## config.mk

```make
export PLATFORM = sky130hd
export DESIGN_NAME = pipeline_hazard_ctrl
export DESIGN_NICKNAME = d
export VERILOG_FILES = /design/src/rtl/pipeline_hazard_ctrl.sv
export SDC_FILE = /design/constraint.sdc
export NUM_CORES = 1
export LEC_CHECK = 0
export BUFFER_PORTS_ARGS = -buffer_cell sky130_fd_sc_hd__buf_4
export CAP_MARGIN = 0
export CORE_MARGIN = 3
export CORE_UTILIZATION = 55
export CTS_CLUSTER_SIZE = 16
export DETAILED_ROUTE_END_ITERATION = 6
export PLACE_DENSITY = 0.93
export SYNTH_ARGS = -nofsm -noshare
export SYNTH_HDL_FRONTEND = slang
export SYNTH_SLANG_ARGS = --single-unit
```

## constraint.sdc

```tcl
create_clock -name clk -period 4.4 [get_ports clk]
set_clock_uncertainty 0.1 [all_clocks]
set_input_delay 0.66 -clock clk [delete_from_list [all_inputs] [get_ports clk]]
set_output_delay 0.66 -clock clk [all_outputs]
set_load 0.005 [all_outputs]
```

## src/rtl/pipeline_hazard_ctrl.sv

```systemverilog
// rtl/pipeline_hazard_ctrl.sv - stall/flush sequencer for the 5-stage pipeline registers
// Resolves load-use, branch, fetch-wait and dmem-wait hazards; drains and freezes on context switch.
module pipeline_hazard_ctrl #(
  parameter int REG_ADDR_W  = 5,
  parameter int DRAIN_DEPTH = 4,
  parameter int WAIT_W      = 8,
  parameter int MAX_WAIT    = 200
) (
  input  logic                  clk,
  input  logic                  reset,
  input  logic [REG_ADDR_W-1:0] id_rs1_addr,
  input  logic [REG_ADDR_W-1:0] id_rs2_addr,
  input  logic                  id_rs1_used,
  input  logic                  id_rs2_used,
  input  logic                  ex_d_mem_r,
  input  logic [REG_ADDR_W-1:0] ex_write_address,
  input  logic                  ex_branch_taken,
  input  logic                  mem_d_mem_r,
  input  logic                  mem_d_mem_w,
  input  logic                  d_mem_busy,
  input  logic                  i_mem_busy,
  input  logic                  ctx_switch_req,
  input  logic                  ctx_switch_release,
  output logic                  pc_en,
  output logic                  if_id_en,
  output logic                  if_id_flush,
  output logic                  id_ex_en,
  output logic                  id_ex_flush,
  output logic                  ex_mem_en,
  output logic                  mem_wb_flush,
  output logic                  ctx_switch_ack,
  output logic                  dmem_timeout,
  output logic [31:0]           stall_count
);

  localparam int DCNT_W = (DRAIN_DEPTH > 1) ? $clog2(DRAIN_DEPTH) : 1;
  localparam logic [DCNT_W-1:0] DRAIN_LAST = DCNT_W'(DRAIN_DEPTH - 1);
  localparam logic [WAIT_W-1:0] WAIT_LIMIT = WAIT_W'(MAX_WAIT);

  typedef enum logic [1:0] {
    ST_RUN,
    ST_DRAIN,
    ST_HALTED
  } state_t;

  state_t              state;
  state_t              state_next;
  logic [DCNT_W-1:0]   drain_cnt;
  logic [DCNT_W-1:0]   drain_cnt_next;
  logic [WAIT_W-1:0]   wait_cnt;
  logic                dstall;
  logic                luse;
  logic                rs1_hit;
  logic                rs2_hit;

  assign dstall  = (mem_d_mem_r | mem_d_mem_w) & d_mem_busy;
  assign rs1_hit = id_rs1_used & (id_rs1_addr == ex_write_address);
  assign rs2_hit = id_rs2_used & (id_rs2_addr == ex_write_address);
  assign luse    = ex_d_mem_r & (ex_write_address != '0) & (rs1_hit | rs2_hit);

  always_comb begin
    state_next     = state;
    drain_cnt_next = drain_cnt;
    pc_en          = 1'b1;
    if_id_en       = 1'b1;
    id_ex_en       = 1'b1;
    ex_mem_en      = 1'b1;
    if_id_flush    = 1'b0;
    id_ex_flush    = 1'b0;
    mem_wb_flush   = 1'b0;
    ctx_switch_ack = 1'b0;

    if (reset) begin
      pc_en          = 1'b0;
      if_id_en       = 1'b0;
      id_ex_en       = 1'b0;
      ex_mem_en      = 1'b0;
      state_next     = ST_RUN;
      drain_cnt_next = '0;
    end else begin
      case (state)
        ST_RUN: begin
          if (dstall) begin
            pc_en        = 1'b0;
            if_id_en     = 1'b0;
            id_ex_en     = 1'b0;
            ex_mem_en    = 1'b0;
            mem_wb_flush = 1'b1;
          end else if (ex_branch_taken) begin
            if_id_flush = 1'b1;
            id_ex_flush = 1'b1;
          end else if (luse) begin
            pc_en       = 1'b0;
            if_id_en    = 1'b0;
            id_ex_flush = 1'b1;
          end else if (i_mem_busy) begin
            pc_en       = 1'b0;
            if_id_flush = 1'b1;
          end
          // A pending dmem access must finish before the drain can start.
          if (ctx_switch_req && !dstall) begin
            state_next     = ST_DRAIN;
            drain_cnt_next = '0;
          end
        end

        ST_DRAIN: begin
          pc_en       = 1'b0;
          if_id_flush = 1'b1;
          if (dstall) begin
            if_id_en     = 1'b0;
            id_ex_en     = 1'b0;
            ex_mem_en    = 1'b0;
            if_id_flush  = 1'b0;
            mem_wb_flush = 1'b1;
          end else if (ex_branch_taken) begin
            // Capture the redirect target so it survives the freeze; drain starts over.
            pc_en          = 1'b1;
            id_ex_flush    = 1'b1;
            drain_cnt_next = '0;
          end else if (luse) begin
            if_id_en    = 1'b0;
            if_id_flush = 1'b0;
            id_ex_flush = 1'b1;
          end else if (drain_cnt == DRAIN_LAST) begin
            state_next     = ST_HALTED;
            drain_cnt_next = '0;
          end else begin
            drain_cnt_next = drain_cnt + DCNT_W'(1);
          end
          if (!ctx_switch_req) begin
            state_next     = ST_RUN;
            drain_cnt_next = '0;
          end
        end

        ST_HALTED: begin
          pc_en          = 1'b0;
          if_id_en       = 1'b0;
          id_ex_en       = 1'b0;
          ex_mem_en      = 1'b0;
          ctx_switch_ack = 1'b1;
          if (ctx_switch_release) begin
            state_next = ST_RUN;
          end
        end

        default: begin
          state_next     = ST_RUN;
          drain_cnt_next = '0;
        end
      endcase
    end
  end

  always_ff @(posedge clk) begin
    if (reset) begin
      state        <= ST_RUN;
      drain_cnt    <= '0;
      wait_cnt     <= '0;
      dmem_timeout <= 1'b0;
      stall_count  <= '0;
    end else begin
      state     <= state_next;
      drain_cnt <= drain_cnt_next;
      if (dstall) begin
        if (wait_cnt != '1) begin
          wait_cnt <= wait_cnt + WAIT_W'(1);
        end
        if (wait_cnt == WAIT_LIMIT) begin
          dmem_timeout <= 1'b1;
        end
      end else begin
        wait_cnt <= '0;
      end
      if (state == ST_RUN && !pc_en && stall_count != 32'hFFFF_FFFF) begin
        stall_count <= stall_count + 32'd1;
      end
    end
  end

endmodule

```

==> results.txt, run 1 <==
commonest non-fill, non-tap cell in the layout - buf_4
post-synthesis adder-cell area fraction - 1.97%
Layout Nets - 408
CP Capture Type - output port
fraction of synthesized area in multiplexers - 0%
total number of vias - 2699
layout cell share with drive strength beyond 1 - 22.5%
placed insts - 422
Distinct cells, synth - 46
Fin Setup TNS - 0 ns
Post-Synth Simple-Gate Area - 32.2%
Power Density - 269 nW/um^2
Worst R2R Setup Slack - 1.64 ns
die area - 5470 um^2
Post-Synth XOR/XNOR Area - 5.52%
Final Hold Fails - 0
Worst Tran Pin Value - 0.559 ns
total power - 0.853 mW
Final Cell Area - 3170 um^2
failing checks - design-rule violations
largest family of logic cells by synthesized area - simple AND/OR/NAND/NOR gates
Synth Area in Compound Gates - 20.4%
Die Wd - 73.9 um
Post-DP Area - 3050 um^2
Post-synth top flop - dfxtp_1
final wirelength - 6.83 mm
Num CTS Buffers - 5
Remaining DRCs - 9
Seq cells post-synth - 45
Leak Pwr - 1.18 nW
vias in the first global route - 2518
multi-input logic area - 1530 um^2
Final Critical Period - 3.05 ns
H-tree Lvls - 2
DP HPWL - 4.87 mm
port bufs - 67
clk root buf - clkbuf_8
R2R cell count - 8
Sink Count - 45
hold_sp - wait_cnt[1]$_SDFFE_PP0P_
Post-synth EDFFs - 0
Slew Viols, Final - 0
initial DRC count - 242
most frequent cells in the layout - buf_4 (68), dfxtp_1 (45), a21oi_1 (34), nor2_1 (23), nand2_1 (23)
Synth Instances - 316
slew margin rel. - 62.6%
Worst VDD drop - 0.154 mV
final setup vio count - 0
fmax - 328 MHz
clock transition at the registers of the reported paths - 0.08 ns
Post-Syn Area - 2540 um^2
asr flop ratio synth - 0%
grt ovf - 0
total track usage - 25.2%
first-pass GRT wire length - 11.0 mm
crit path launch - ex_write_address[2]
area grow syn2layout - 24.7%
Arr. time, crit path - 2.29 ns
Placeable Area - 4410 um^2
post-route clock period utilization - 69.2%
Worst Hold Class - reg2reg
I/O Pins - 68
initial antenna violation count - 0
post-synthesis sequential area ratio - 35.5%
antenna viol nets, final - 0
setup bufs post-CTS - 0
Max-Cap Viols - 0
Worst R2R Start - stall_count[0]$_SDFFE_PP0P_
routability cong. - 0.853
Worst Setup Start Kind - input port
critical path type - in2out
TritonCTS clock tree - yes
initial core utilization - 57.5%
R2R Path End - stall_count[5]$_SDFFE_PP0P_
fin cells - 430
post-CTS sizing - 0
unrepaired setup endpoints after global routing - false
clk_lat worst skew - 0.30 ns
clk buf depth - 2
largest net degree at the start of global routing - 45
die height - 73.9 um
syn_nets - 347
CTS hold repair buffers - 0
FF/Latch Area - 901 um^2
Initial DRT Pass Iterations - 7
Rows - 24
fillers - 339
Worst EP required - 3.64 ns
Via-to-Cell Ratio - 6.28
Antenna Cells - 0
post-layout util - 71.7%
outcome - finished, violations left
worst-path fanout max - 8
Hold Path Depth - 2
mean routed wirelength per cell - 15.9 um
worst hold endpoint - wait_cnt[1]$_SDFFE_PP0P_
Mapped Avg Cell Area - 8.03 um^2
synthesis warning total - 0
## sequential cells by signal, indices dropped and copies added, names as in the netlist
register / count
drain_cnt: 2
dmem_timeout: 1
state: 2
stall_count: 32
wait_cnt: 8
## worst max-delay path: stages
cell and delay [ns]:
buf_4 0.13, xnor2_1 0.19, nand4_1 0.14, o22ai_1 0.26, nor2b_1 0.48, o31a_1 0.18
o22ai_1 0.08, buf_4 0.16
## stage by stage
step | setup slack [ns] | hold slack (ns)
detailed placement | 1.30 | 0.391
global route | 1.18 | 0.435
global placement | 1.38 | 0.371
floorplan | 1.67 | 0.357
finish | 1.35 | 0.400
CTS | 1.35 | 0.405
## per-layer routing
| layer | track usage (%) | wire [um] | vias to the layer above |
|---|---|---|---|
| li1 | - | - | 1297 |
| met5 | 0 | 0 | - |
| met4 | 7.24 | 97 | 0 |
| met3 | 5.27 | 465 | 16 |
| met2 | 47.0 | 3650 | 122 |
| met1 | 28.8 | 2620 | 1264 |
## layout make-up
| class | instances | share of cell area, % |
|---|---|---|
| Timing Repair Buffer | 68 | 16.1 |
| Tap cell | 52 | 2.05 |
| Multi-Input combinational cell | 245 | 48.2 |
| Clock buffer | 6 | 2.61 |
| Clock inverter | 2 | 1.19 |
| Inverter | 12 | 1.42 |
| Sequential cell | 45 | 28.4 |
## cell usage after synthesis (4+ instances only)
cell / instances / area [um^2]
or4_1: 14 / 105
xnor2_1: 12 / 105
nand4_1: 14 / 87.6
dfxtp_1: 45 / 901
inv_1: 12 / 45.0
nor3_1: 5 / 25.0
nand2_1: 23 / 86.3
a21oi_1: 34 / 170
o21ai_0: 13 / 65.1
clkbuf_1: 7 / 26.3
and3_1: 11 / 68.8
or3_1: 16 / 100
nor2_1: 23 / 86.3
o21ai_1: 5 / 25.0
ha_1: 4 / 50.1
xor2_1: 4 / 35.0
o31ai_1: 15 / 113
nand3_1: 16 / 80.1
## where the power goes
group	total [mW]	switching, mW	internal, mW	leakage [nW]
Clock	0.330	0.145	0.185	0.0574
Combinational	0.103	0.0567	0.0467	0.762
Sequential	0.420	0.00853	0.411	0.363
## logic make-up after synthesis
group	Yosys count
adder cells (fa/ha/maj)	4
AO/OA/AOI/OAI	85
buffers and inverters	26
XOR/XNOR	16
AND/OR/NAND/NOR	140
flip-flops	45
## worst max-delay path by stage
stage	end	slack (ns)
after floorplan	pc_en	1.67
after global placement	pc_en	1.38
after detailed placement	stall_count[12]$_SDFFE_PP0P_	1.30
after CTS	pc_en	1.35
after global routing	pc_en	1.18
final	pc_en	1.35
Note: power is estimated with default switching activity, not from simulation.
==> inputs of run 2 (changes only) <==
CORE_UTILIZATION = 53   (was 55)
PLACE_DENSITY = 0.9   (was 0.93)
clock period = 2.9 ns   (was 4.4 ns; I/O delays follow)
==> results.txt, run 2 (same netlist as run 1, synthesis figures left out) <==
outcome - finished, final reports clean (was finished, violations left)
Final Hold Fails - 0 (unchanged)
Rows - 24 (unchanged)
clk buf depth - 2 (unchanged)
mean routed wirelength per cell - 15.1 um (was 15.9 um)
area grow syn2layout - 24.1% (was 24.7%)
Power Density - 377 nW/um^2 (was 269 nW/um^2)
cell chain of the critical path - buf_4, or4_1, o21ai_1, nor2b_1, o31a_1, o22ai_1, buf_4 (was buf_4, xnor2_1, nand4_1, o22ai_1, nor2b_1, o31a_1, o22ai_1, buf_4)
final setup vio count - 0 (unchanged)
final hold slack - 0.276 ns (was 0.400 ns)
die height - 75.2 um (was 73.9 um)
total number of vias - 2632 (was 2699)
Worst Hold Class - in2reg (was reg2reg)
Num CTS Buffers - 5 (unchanged)
Via-to-Cell Ratio - 6.09 (was 6.28)
R2R cell count - 6 (was 8)
clk_lat worst skew - 0.30 ns (about the same)
cell mode on critical path - buf_4
Max-Cap Viols - 0 (unchanged)
DP HPWL - 4.82 mm (was 4.87 mm)
largest net degree at the start of global routing - 36 (was 45)
FF/Latch Area - 901 um^2 (unchanged)
routability cong. - 0.825 (was 0.853)
initial DRC count - 172 (was 242)
Regs by FF count - stall_count (32), wait_cnt (8) (unchanged)
Slew Viols, Final - 0 (unchanged)
Hold Path Depth - 2 (unchanged)
I/O Pins - 68 (unchanged)
CP Capture Type - output port (unchanged)
Worst Tran Pin Value - 0.542 ns (was 0.559 ns)
post-CTS sizing - 0 (unchanged)
final wirelength - 6.52 mm (was 6.83 mm)
most frequent cells in the layout - buf_4 (70), dfxtp_1 (45), a21oi_1 (34), nor2_1 (23), nand2_1 (23) (was buf_4 (68), dfxtp_1 (45), a21oi_1 (34), nor2_1 (23), nand2_1 (23))
Worst EP required - 2.37 ns (was 3.64 ns)
Leak Pwr - 1.17 nW (was 1.18 nW)
H-tree Lvls - 2 (unchanged)
port bufs - 67 (unchanged)
CP max-delay cell - or4_1 (was nor2b_1)
Fin Setup TNS - 0 ns (unchanged)
critical path type - in2out (unchanged)
fmax - 384 MHz
vias in the first global route - 2393 (was 2518)
unrepaired setup endpoints after global routing - false (unchanged)
layout cell share with drive strength beyond 1 - 22.6% (was 22.5%)
clock transition at the registers of the reported paths - 0.08 ns (about the same)
Critical Path Max Stage Delay - 0.52 ns (was 0.48 ns)
Arr. time, crit path - 2.07 ns (was 2.29 ns)
fillers - 366 (was 339)
CTS hold repair buffers - 0 (unchanged)
Die Wd - 75.2 um (was 73.9 um)
clk root buf - clkbuf_8 (unchanged)
post-route clock period utilization - 89.8%
Worst VDD drop - 0.293 mV (was 0.154 mV)
antenna viol nets, final - 0 (unchanged)
die area - 5660 um^2 (was 5470 um^2)
worst-path fanout max - 8 (unchanged)
slew margin rel. - 63.5% (was 62.6%)
max reg flops - 32 (unchanged)
first-pass GRT wire length - 10.7 mm (was 11.0 mm)
TritonCTS clock tree - yes (unchanged)
initial antenna violation count - 0 (unchanged)
Initial DRT Pass Iterations - 4 (was 7)
Worst Setup Start Kind - input port (unchanged)
setup bufs post-CTS - 0 (unchanged)
Final Critical Period - 2.60 ns
initial core utilization - 56.7% (was 57.5%)
Remaining DRCs - 0 (was 9)
multi-input logic area - 1530 um^2 (unchanged)
Antenna Cells - 0 (unchanged)
commonest non-fill, non-tap cell in the layout - buf_4 (unchanged)
Layout Nets - 410 (was 408)
grt ovf - 0 (unchanged)
Placeable Area - 4470 um^2 (was 4410 um^2)
total track usage - 23.8% (was 25.2%)
Sink Count - 45 (unchanged)
register bank with the most flops - stall_count (unchanged)
-- run 2: changes by cell type in the layout (fill, tap and decap cells not counted), sizes merged --
cell	previous run	this run
bufinv	1	0
buf	68	70
clkinvlp	1	2
-- run 2: path summary, 6_finish.rpt --
kind | slack (ns) | to | startpoint
worst max-delay path | 0.30 | pc_en | ex_write_address[0]
worst min register to register | 0.39 | wait_cnt[1]$_SDFFE_PP0P_ | wait_cnt[1]$_SDFFE_PP0P_
worst max register to register | 0.46 | stall_count[20]$_SDFFE_PP0P_ | stall_count[0]$_SDFFE_PP0P_
worst min-delay path | 0.28 | state[1]$_SDFFE_PP0P_ | reset
-- run 2: worst max-delay path: cells and delay by family --
kind	cells	cell delay [ns]
and+or+nand+nor	2	0.71
buffers and inverters	2	0.25
AOI/OAI and AO/OA	3	0.66
-- run 2: per-layer routing --
layer / track usage [%] / vias up / part of all wire (%)
li1: - / 1303 / -
met5: 0 / - / 0
met4: 7.77 / 0 / 0.87
met1: 29.5 / 1253 / 42
met3: 3.74 / 7 / 4.4
met2: 42.0 / 69 / 52
-- run 2: final cells by class --
class                   instances  area share (%)
multi-input cells             245            48.4
well taps                      52            2.07
clock buffers                   6            2.30
repair buffers                 70            16.7
inverters                      12            1.43
clock inverters                 2           0.477
flip-flops and latches         45            28.6
-- run 2: stage by stage --
step | worst slack, ns | instances | utilization (%) | area [um^2] | total power [mW]
5_1_grt | 0.149 | 432 | 70.4 | 3150 | 1.24
6_report | 0.297 | 432 | 70.4 | 3150 | 1.19
3_3_place_gp | 0.390 | 424 | 68.4 | 3060 | 0.803
3_5_place_dp | 0.304 | 424 | 68.4 | 3060 | 0.810
2_1_floorplan | 0.624 | 316 | - | 2540 | 0.741
4_1_cts | 0.292 | 432 | 70.4 | 3150 | 1.19
-- run 2: power breakdown --
group          internal (mW)  switching, mW
clock network          0.170          0.218
logic                 0.0742         0.0863
registers              0.624         0.0138
==> inputs of run 3 (changes only) <==
clock period = 2.75 ns   (was 2.9 ns; I/O delays follow)
==> results.txt, run 3 (same netlist as run 1, synthesis figures left out) <==
CP Capture Type - output port (unchanged)
worst-path fanout max - 8 (unchanged)
DP HPWL - 4.80 mm (was 4.82 mm)
H-tree Lvls - 2 (unchanged)
initial antenna violation count - 0 (unchanged)
slew margin rel. - 63.2% (was 63.5%)
clk root buf - clkbuf_8 (unchanged)
Placeable Area - 4470 um^2 (unchanged)
FF/Latch Area - 901 um^2 (unchanged)
initial core utilization - 56.7% (unchanged)
mean routed wirelength per cell - 14.6 um (was 15.1 um)
Leak Pwr - 1.20 nW (was 1.17 nW)
most frequent cells in the layout - buf_4 (71), dfxtp_1 (45), a21oi_1 (34), nor2_1 (23), nand2_1 (23) (was buf_4 (70), dfxtp_1 (45), a21oi_1 (34), nor2_1 (23), nand2_1 (23))
CTS hold repair buffers - 0 (unchanged)
routability cong. - 0.840 (was 0.825)
Power Density - 430 nW/um^2 (was 377 nW/um^2)
total number of vias - 2615 (was 2632)
Rows - 24 (unchanged)
Die Wd - 75.2 um (unchanged)
area grow syn2layout - 25.6% (was 24.1%)
initial DRC count - 181 (was 172)
Sink Count - 45 (unchanged)
multi-input logic area - 1530 um^2 (unchanged)
unrepaired setup endpoints after global routing - false (unchanged)
port bufs - 67 (unchanged)
Worst VDD drop - 0.492 mV (was 0.293 mV)
Antenna Cells - 0 (unchanged)
Setup WS pre-CTS - 0.241 ns (was 0.304 ns)
Final Hold Fails - 0 (unchanged)
final setup vio count - 0 (unchanged)
Initial DRT Pass Iterations - 4 (unchanged)
outcome - finished, final reports clean (unchanged)
largest net degree at the start of global routing - 25 (was 36)
Arr. time, crit path - 2.03 ns (was 2.07 ns)
die height - 75.2 um (unchanged)
Max-Cap Viols - 0 (unchanged)
Slew Viols, Final - 0 (unchanged)
Fin Setup TNS - 0 ns (unchanged)
Final Critical Period - 2.54 ns
grt ovf - 0 (unchanged)
first-pass GRT wire length - 10.4 mm (was 10.7 mm)
critical path type - in2out (unchanged)
post-route worst setup slack - 0.209 ns (was 0.297 ns)
total track usage - 23.2% (was 23.8%)
max reg flops - 32 (unchanged)
Worst Setup Start Kind - input port (unchanged)
Worst Hold Class - in2reg (unchanged)
register bank with the most flops - stall_count (unchanged)
die area - 5660 um^2 (unchanged)
I/O Pins - 68 (unchanged)
setup bufs post-CTS - 0 (unchanged)
commonest non-fill, non-tap cell in the layout - buf_4 (unchanged)
final wirelength - 6.34 mm (was 6.52 mm)
post-route clock period utilization - 92.4%
clk buf depth - 2 (unchanged)
Layout Nets - 411 (was 410)
fmax - 393 MHz
Remaining DRCs - 0 (unchanged)
Regs by FF count - stall_count (32), wait_cnt (8) (unchanged)
post-CTS sizing - 0 (unchanged)
clk_lat worst skew - 0.31 ns (was 0.30 ns)
vias in the first global route - 2408 (was 2393)
Worst EP required - 2.24 ns (was 2.37 ns)
Worst Tran Pin Value - 0.546 ns (was 0.542 ns)
antenna viol nets, final - 0 (unchanged)
clock transition at the registers of the reported paths - 0.08 ns (about the same)
Num CTS Buffers - 5 (unchanged)
fillers - 369 (was 366)
TritonCTS clock tree - yes (unchanged)
layout cell share with drive strength beyond 1 - 23.1% (was 22.6%)
Via-to-Cell Ratio - 6.04 (was 6.09)
[run 3: critical path, stage by stage]
cell     delay, ns
buf_4         0.13
or4_1         0.52
o21ai_1       0.24
nor2b_1       0.17
o31a_1        0.26
o22ai_1       0.15
buf_4         0.13
[run 3: area by class of cell]
type	instances	share of cell area [%]
multi-input cells	245	47.8
flip-flops and latches	45	28.2
repair buffers	71	16.7
clock buffers	6	2.59
well taps	52	2.04
inverters	12	1.41
clock inverters	2	1.18
[run 3: per-stage QoR]
step / hold slack, ns / cells / cell area, um^2 / util (%) / total power, mW
global route: 0.263 / 433 / 3190 / 71.3 / 1.42
CTS: 0.250 / 433 / 3190 / 71.3 / 1.37
detailed placement: 0.371 / 425 / 3070 / 68.6 / 0.859
floorplan: 0.357 / 316 / 2540 / - / 0.781
global placement: 0.370 / 425 / 3070 / 68.6 / 0.850
finish: 0.251 / 433 / 3190 / 71.3 / 1.37
[run 3: path summary, 6_finish.rpt]
| check | slack (ns) | cells after the start | startpoint | end |
|---|---|---|---|---|
| setup reg to reg | 0.37 | 6 | stall_count[1]$_SDFFE_PP0P_ | stall_count[20]$_SDFFE_PP0P_ |
| setup / recovery | 0.21 | 7 | ex_write_address[0] | pc_en |
| hold reg to reg | 0.39 | 2 | drain_cnt[1]$_SDFFE_PP0P_ | drain_cnt[1]$_SDFFE_PP0P_ |
| hold / removal | 0.25 | 3 | ctx_switch_req | state[0]$_SDFFE_PP0P_ |
[run 3: routing by layer]
layer	vias up	wire (um)	global-route usage, %
li1	1308	-	-
met1	1243	2690	29.2
met2	53	3280	39.9
met3	11	260	4.27
met4	0	101	7.96
met5	-	0	0
[run 3: power breakdown]
group | total, mW | leakage, nW | switching [mW] | internal, mW
clock network | 0.527 | 0.0574 | 0.232 | 0.295
registers | 0.668 | 0.363 | 0.00967 | 0.658
logic | 0.178 | 0.776 | 0.0962 | 0.0813
total | 1.37 | 1.20 | 0.338 | 1.03
